===== src/rtl/sync_cnt_multi_step.sv =====
// sync_cnt_multi_step: parametrised synchronous up/down counter with two step
// sizes, parallel load, wrap-or-saturate overflow handling, a one-cycle
// overflow pulse and a sticky overflow flag.
// Optional feature macro: SYNC_CNT_MULTI_STEP_MATCH_EN adds a match compare
// (match_val / match_o) that stops the counter (stopped_o) until reset or load.
module sync_cnt_multi_step #(
   parameter int WIDTH     = 4,
   parameter int STEP1     = 1,
   parameter int STEP2     = 2,
   parameter int SATURATE  = 0,
   parameter int RESET_VAL = 0
) (
   input  logic             clock,
   input  logic             reset_n,
   input  logic             c1,
   input  logic             c2,
   input  logic             dir,
   input  logic             load,
   input  logic [WIDTH-1:0] load_val,
   input  logic             clr_ovf,
`ifdef SYNC_CNT_MULTI_STEP_MATCH_EN
   input  logic [WIDTH-1:0] match_val,
   output logic             match_o,
   output logic             stopped_o,
`endif
   output logic [WIDTH-1:0] cnt_o,
   output logic             ovf_pulse_o,
   output logic             ovf_o
);

   // Steps are zero-extended into WIDTH+1 bits so the top bit of the
   // result is the carry (up) or the borrow (down).
   localparam logic [WIDTH:0]   STEP1_EXT = (WIDTH+1)'(STEP1);
   localparam logic [WIDTH:0]   STEP2_EXT = (WIDTH+1)'(STEP2);
   localparam logic [WIDTH-1:0] RESET_CNT = WIDTH'(RESET_VAL);
   localparam logic [WIDTH-1:0] MAX_CNT   = {WIDTH{1'b1}};

   logic [WIDTH-1:0] cnt_q, cnt_d;
   logic             ovf_pulse_q, ovf_pulse_d;
   logic             ovf_q, ovf_d;

   logic [WIDTH:0]   step_amt;
   logic [WIDTH:0]   sum;
   logic [WIDTH:0]   diff;
   logic             crossed;
   logic [WIDTH-1:0] stepped_cnt;
   logic             halt;

`ifdef SYNC_CNT_MULTI_STEP_MATCH_EN
   logic match_q, match_d;
   logic stopped_q, stopped_d;

   // Once the counter has matched, c1 steps behave as hold
   assign halt = stopped_q;
`else
   assign halt = 1'b0;
`endif

   // Step arithmetic: carry/borrow detection and the wrapped or clamped result
   always_comb begin
      step_amt    = c2 ? STEP2_EXT : STEP1_EXT;
      sum         = {1'b0, cnt_q} + step_amt;
      diff        = {1'b0, cnt_q} - step_amt;
      crossed     = dir ? diff[WIDTH] : sum[WIDTH];
      stepped_cnt = dir ? diff[WIDTH-1:0] : sum[WIDTH-1:0];
      if ((SATURATE != 0) && crossed) begin
         stepped_cnt = dir ? '0 : MAX_CNT;
      end
   end

   // Next-state selection: load beats stepping, c1=0 (or stopped) holds
   always_comb begin
      cnt_d       = cnt_q;
      ovf_pulse_d = 1'b0;
      ovf_d       = ovf_q & ~clr_ovf;
      if (load) begin
         cnt_d = load_val;
      end else if (c1 && !halt) begin
         cnt_d       = stepped_cnt;
         ovf_pulse_d = crossed;
         // A step that crosses a limit sets the flag even if clr_ovf is high
         if (crossed) begin
            ovf_d = 1'b1;
         end
      end
   end

`ifdef SYNC_CNT_MULTI_STEP_MATCH_EN
   // Compare against the final next count so match_o lines up with cnt_o
   always_comb begin
      match_d   = (cnt_d == match_val);
      stopped_d = (stopped_q & ~load) | match_d;
   end

   // Match/stop state registers
   always_ff @(posedge clock) begin
      if (!reset_n) begin
         match_q   <= 1'b0;
         stopped_q <= 1'b0;
      end else begin
         match_q   <= match_d;
         stopped_q <= stopped_d;
      end
   end

   assign match_o   = match_q;
   assign stopped_o = stopped_q;
`endif

   // Counter and overflow state registers
   always_ff @(posedge clock) begin
      if (!reset_n) begin
         cnt_q       <= RESET_CNT;
         ovf_pulse_q <= 1'b0;
         ovf_q       <= 1'b0;
      end else begin
         cnt_q       <= cnt_d;
         ovf_pulse_q <= ovf_pulse_d;
         ovf_q       <= ovf_d;
      end
   end

   assign cnt_o       = cnt_q;
   assign ovf_pulse_o = ovf_pulse_q;
   assign ovf_o       = ovf_q;

endmodule


===== config.mk =====
export PLATFORM = sky130hd
export DESIGN_NAME = sync_cnt_multi_step
export DESIGN_NICKNAME = d
export VERILOG_FILES = /design/src/rtl/sync_cnt_multi_step.sv
export SDC_FILE = /design/constraint.sdc
export NUM_CORES = 1
export LEC_CHECK = 0
export CELL_PAD_IN_SITES_DETAIL_PLACEMENT = 0
export CELL_PAD_IN_SITES_GLOBAL_PLACEMENT = 2
export CORE_AREA = 4 4 42 44
export CTS_CLUSTER_SIZE = 16
export DETAILED_ROUTE_END_ITERATION = 10
export DIE_AREA = 0 0 46 48
export DONT_BUFFER_PORTS = 1
export GPL_TIMING_DRIVEN = 0
export HOLD_SLACK_MARGIN = 0.03
export PLACE_DENSITY = 0.7
export SYNTH_ARGS = -nofsm -noshare
export SYNTH_HDL_FRONTEND = slang
export SYNTH_SLANG_ARGS = --single-unit

===== constraint.sdc =====
create_clock -name clock -period 2.8 [get_ports clock]
set_input_delay 0.42 -clock clock [delete_from_list [all_inputs] [get_ports clock]]
set_output_delay 0.42 -clock clock [all_outputs]
set_load 0.1 [all_outputs]

Word-level counts from Yosys, hierarchy flattened
Index checks and enable logic that the tools add are counted.

storage, ports and cells
  register bits after elaboration = 6
  input port bits = 11
  output and inout port bits = 6

operators by class
  add/sub/neg operators = 2
  muxes and demuxes = 8
  bitwise gates (word level) = 4
  reductions and logical operators = 2

operators with widths
  cell                                         count
  4-bit 2-to-1 mux                             3
  4-bit by 2-bit adder with 5-bit output       1
  4-bit by 2-bit subtractor with 5-bit output  1
  1-bit 2-to-1 mux                             4
  1-bit inverter                               3
  3-bit OR reduction                           1
  2-bit 2-to-1 mux                             1
  2-bit nonzero test                           1
  1-bit bitwise AND                            1

Depth between registers and ports, before layout
Gate-level depths: netlist of the first run.

  depth after elaboration = 6
  gate-level depth with buffers = 7
  gate-level depth less buffers = 7

Least setup slack after synthesis of the first run
Ideal clock, no wire load.

  path type = flip-flop to flip-flop
  from = reg cnt_q[0] (netlist: cnt_o[0])
  to = reg ovf_q (netlist: ovf_o)
  library setup time = 121 ps
  data arrival time = 2197 ps
  setup slack = 482 ps
  stages on the path, launching flop included = 8
  path buffers = 0
  path through = dfxtp_1 -> inv_1 -> ha_1 -> fa_1 -> and2_1 -> nor3b_2 -> o21ai_1 -> a21oi_2

between the ends
  word-level cells in the longest chain between the ends = 5
  elaborated cells on any way between the ends = 6

RTL lines
  element                                                                                                       line    RTL
  start: declaration                                                                                            38      logic [WIDTH-1:0] cnt_q, cnt_d;
  start signal: assignment                                                                                      117     cnt_q <= cnt_d;
  4-bit by 2-bit adder with 5-bit output / 4-bit by 2-bit subtractor with 5-bit output (equally long branches)  62, 63
  1-bit 2-to-1 mux *                                                                                            64      crossed = dir ? diff[WIDTH] : sum[WIDTH];
  1-bit 2-to-1 mux *                                                                                            82      if (crossed) begin
  1-bit 2-to-1 mux *                                                                                            78      end else if (c1 && !halt) begin
  1-bit 2-to-1 mux *                                                                                            76      if (load) begin
  end signal: assignment                                                                                        119     ovf_q <= ovf_d;
  end: declaration                                                                                              40      logic ovf_q, ovf_d;

Every way passes the cells marked *; elsewhere a longest branch is shown, timed or not.
A chain may end at the register's enable or synchronous reset.

Final worst setup path of the first run
Same ends and word-level chain as after synthesis.

==> results.cfg, run 1 <==
[yosys]
yosysTopAreaCell = dfxtp_1
ys.flop_type = dfxtp_1
synth_top_cell_area_share = 0.268
synth-compound-area-share = 0.196
synthTopCellsByArea = dfxtp_1 27%, ha_1 11%, fa_1 8.9%
synthSimpleGateAreaFrac = 0.274
synth_mux_area_frac = 0
syn_area_um2 = 448
ys_types = 26
yosys_register_bits = 6
synth.net_count = 69
yosysSeqAreaShare = 0.268
synth-adder-area-share = 0.201
syn_area_per_cell_um2 = 8.61
async_flop_share = 0
synthCells = 52
synthTopCellsByCount = 6 x dfxtp_1, 5 x inv_1, 5 x nor2_1, 4 x ha_1
synth_xor_area_frac = 0.0196
yosysWarnings = 0
yosysMostFrequentCell = dfxtp_1
synth_top_family_by_area = simple AND/OR/NAND/NOR gates
synth_edf_count = 0

[routing]
viasPerCell = 5.15
routed_wl_um = 965
firstDrtPassIters = 4
num_vias = 366
drcViolationCount = 0
antenna_left = 0
first_iter_violations = 7
avgRoutedWirePerCell_um = 13.6

[cells_and_area]
final_util = 0.341
final_nets = 74
drive_above_1_share = 0.109
fillerInstances = 167
antennaDiodeCount = 0
synthToLayoutAreaGrowth_pct = 9.50

[place]
gp_congestion = 0.682
dp_hpwl_um = 774
dp_slack_ps = 342
io_buffers = 0

[clock_network]
cts_root_buf = clkbuf_4
clkLatencyLatePin_ps = 240
post_cts.repair.setup_buffers = 0
cts_resized = 0
clkTransAtPathRegs_ps = 50
numCtsBuffers = 3
htree_num_levels = 1
ctsHoldBuffers = 0
tritoncts = yes
clock_sinks = 6
cts.path.max_buffers = 2

[timing]
hold_viol = 0
period_minus_slack_ps = 2440
tightest_slew_ps = 1140
holdWs_ps = 307
relSlewSlack = 0.239
setup_slack_ps = 357
setup_tns_ps = 0
period_share = 0.873
finClkSkew_ps = 1.54
max_freq_mhz = 409
setup_violations = 0
drv_slew = 0
rsz0062_at_grt = false

[grt]
grt_pass1_wl_um = 1600
grt_use_total = 0.108
grt_max_degree = 8
antenna_found_initial = 0
grt_overflow_total = 0
grt_pass1_vias = 347

[worst_setup_path]
cpPeakStageDelay_ps = 1000
crit_path_end_kind = register
crit_type = register to register
path_cells = inv_1, ha_1, fa_1, and2_1, nor3b_2, o21ai_1, a21oi_2
crit_end = ovf_o
timing.critical_path.from = cnt_o[0]
crit_slowest_cell = dfxtp_1
r2r_slack_ps = 360
cp_max_fo = 4
critPathArrivalTime_ps = 2570
worst_r2r_endpoint = ovf_o
cp.depth = 7
r2r-start = cnt_o[0]
path_buf_inv = 1
path_delay_family = flip-flops
crit_required_ps = 2930
start_kind = register
reg2reg_depth = 7

[outcome]
outcome = finished, final reports clean

[pwr]
p_per_area_mw_per_mm2 = 526
p_leak_nw = 0.209
ir_worst_vdd_mv = 0.254

[min_path]
min_path_type = input port to register

[floorplanning]
io_pins = 17
die_area_mm2 = 0.00221
die_x_um = 46
fp.dieH_um = 48
initial_core_util = 0.312
rows = 14
coreArea_mm2 = 0.00144

[run]
max_cap_violations = 0
[area by class of cell]
cell class,count,area (µm²),area share
Multi-Input combinational cell,41,309,0.630
Sequential cell,6,120,0.245
Clock buffer,3,22.5,0.0459
Tap cell,16,20.0,0.0408
Inverter,5,18.8,0.0383
[how the worst min path moves through the flow]
stage / from / endpoint / cells past startpoint
floorplan: reset_n / cnt_o[2] / 2
global placement: reset_n / cnt_o[2] / 2
detailed placement: load / cnt_o[0] / 2
CTS: reset_n / cnt_o[2] / 2
global route: load / cnt_o[0] / 2
finish: reset_n / cnt_o[2] / 2
[report_power, final]
group / total, mW / internal, mW / leakage (nW) / switching (mW)
combinational: 0.0383 / 0.0196 / 0.146 / 0.0187
sequential: 0.139 / 0.0911 / 0.0494 / 0.0476
clock: 0.0808 / 0.0486 / 0.0138 / 0.0322
[layer usage]
metal  part of all wire  routed length [µm]  track usage  vias to the layer above
li1                   -                   -            -                      187
met1               0.44                 424        0.131                      166
met2               0.45                 435        0.146                       13
met3               0.11                 105       0.0827                        0
met4                  0                   0       0.0341                        0
met5                  0                   0            0                        -
[placed cells by master (no fill, tap or decap), drive strengths merged, types with 2 or more instances in the layout]
cell / instances
dfxtp: 6
inv: 5
nor2: 5
ha: 4
a21oi: 4
o21ai: 4
nand2b: 3
clkbuf: 3
nand3: 2
nor2b: 2
and2b: 2
nand2: 2
fa: 2
nor3b: 2
[stage by stage]
step | instance area (µm²) | total power [mW] | std cells
6_report | 490 | 0.258 | 71
4_1_cts | 490 | 0.264 | 71
2_1_floorplan | 448 | 0.171 | 52
3_3_place_gp | 468 | 0.179 | 68
3_5_place_dp | 468 | 0.179 | 68
5_1_grt | 490 | 0.276 | 71
[kinds of logic (layout without fill, tap and decap cells)]
family,Yosys count,count (layout)
compound gates,13,13
flops,6,6
simple gates,21,21
fa+ha+maj,6,6
buf+inv,5,8
xor+xnor,1,1
[sequential cells by signal, summed over array words and instances (netlist names)]
register and flops:
cnt_o 4, ovf_o 1, ovf_pulse_o 1
Power figures use the tool's default switching activity.
==> run 2: changes to the inputs <==
CTS_CLUSTER_DIAMETER = 60   (was default)
==> results of run 2 <==
No change in the layout: final DEF, timing and power equal those of run 1.
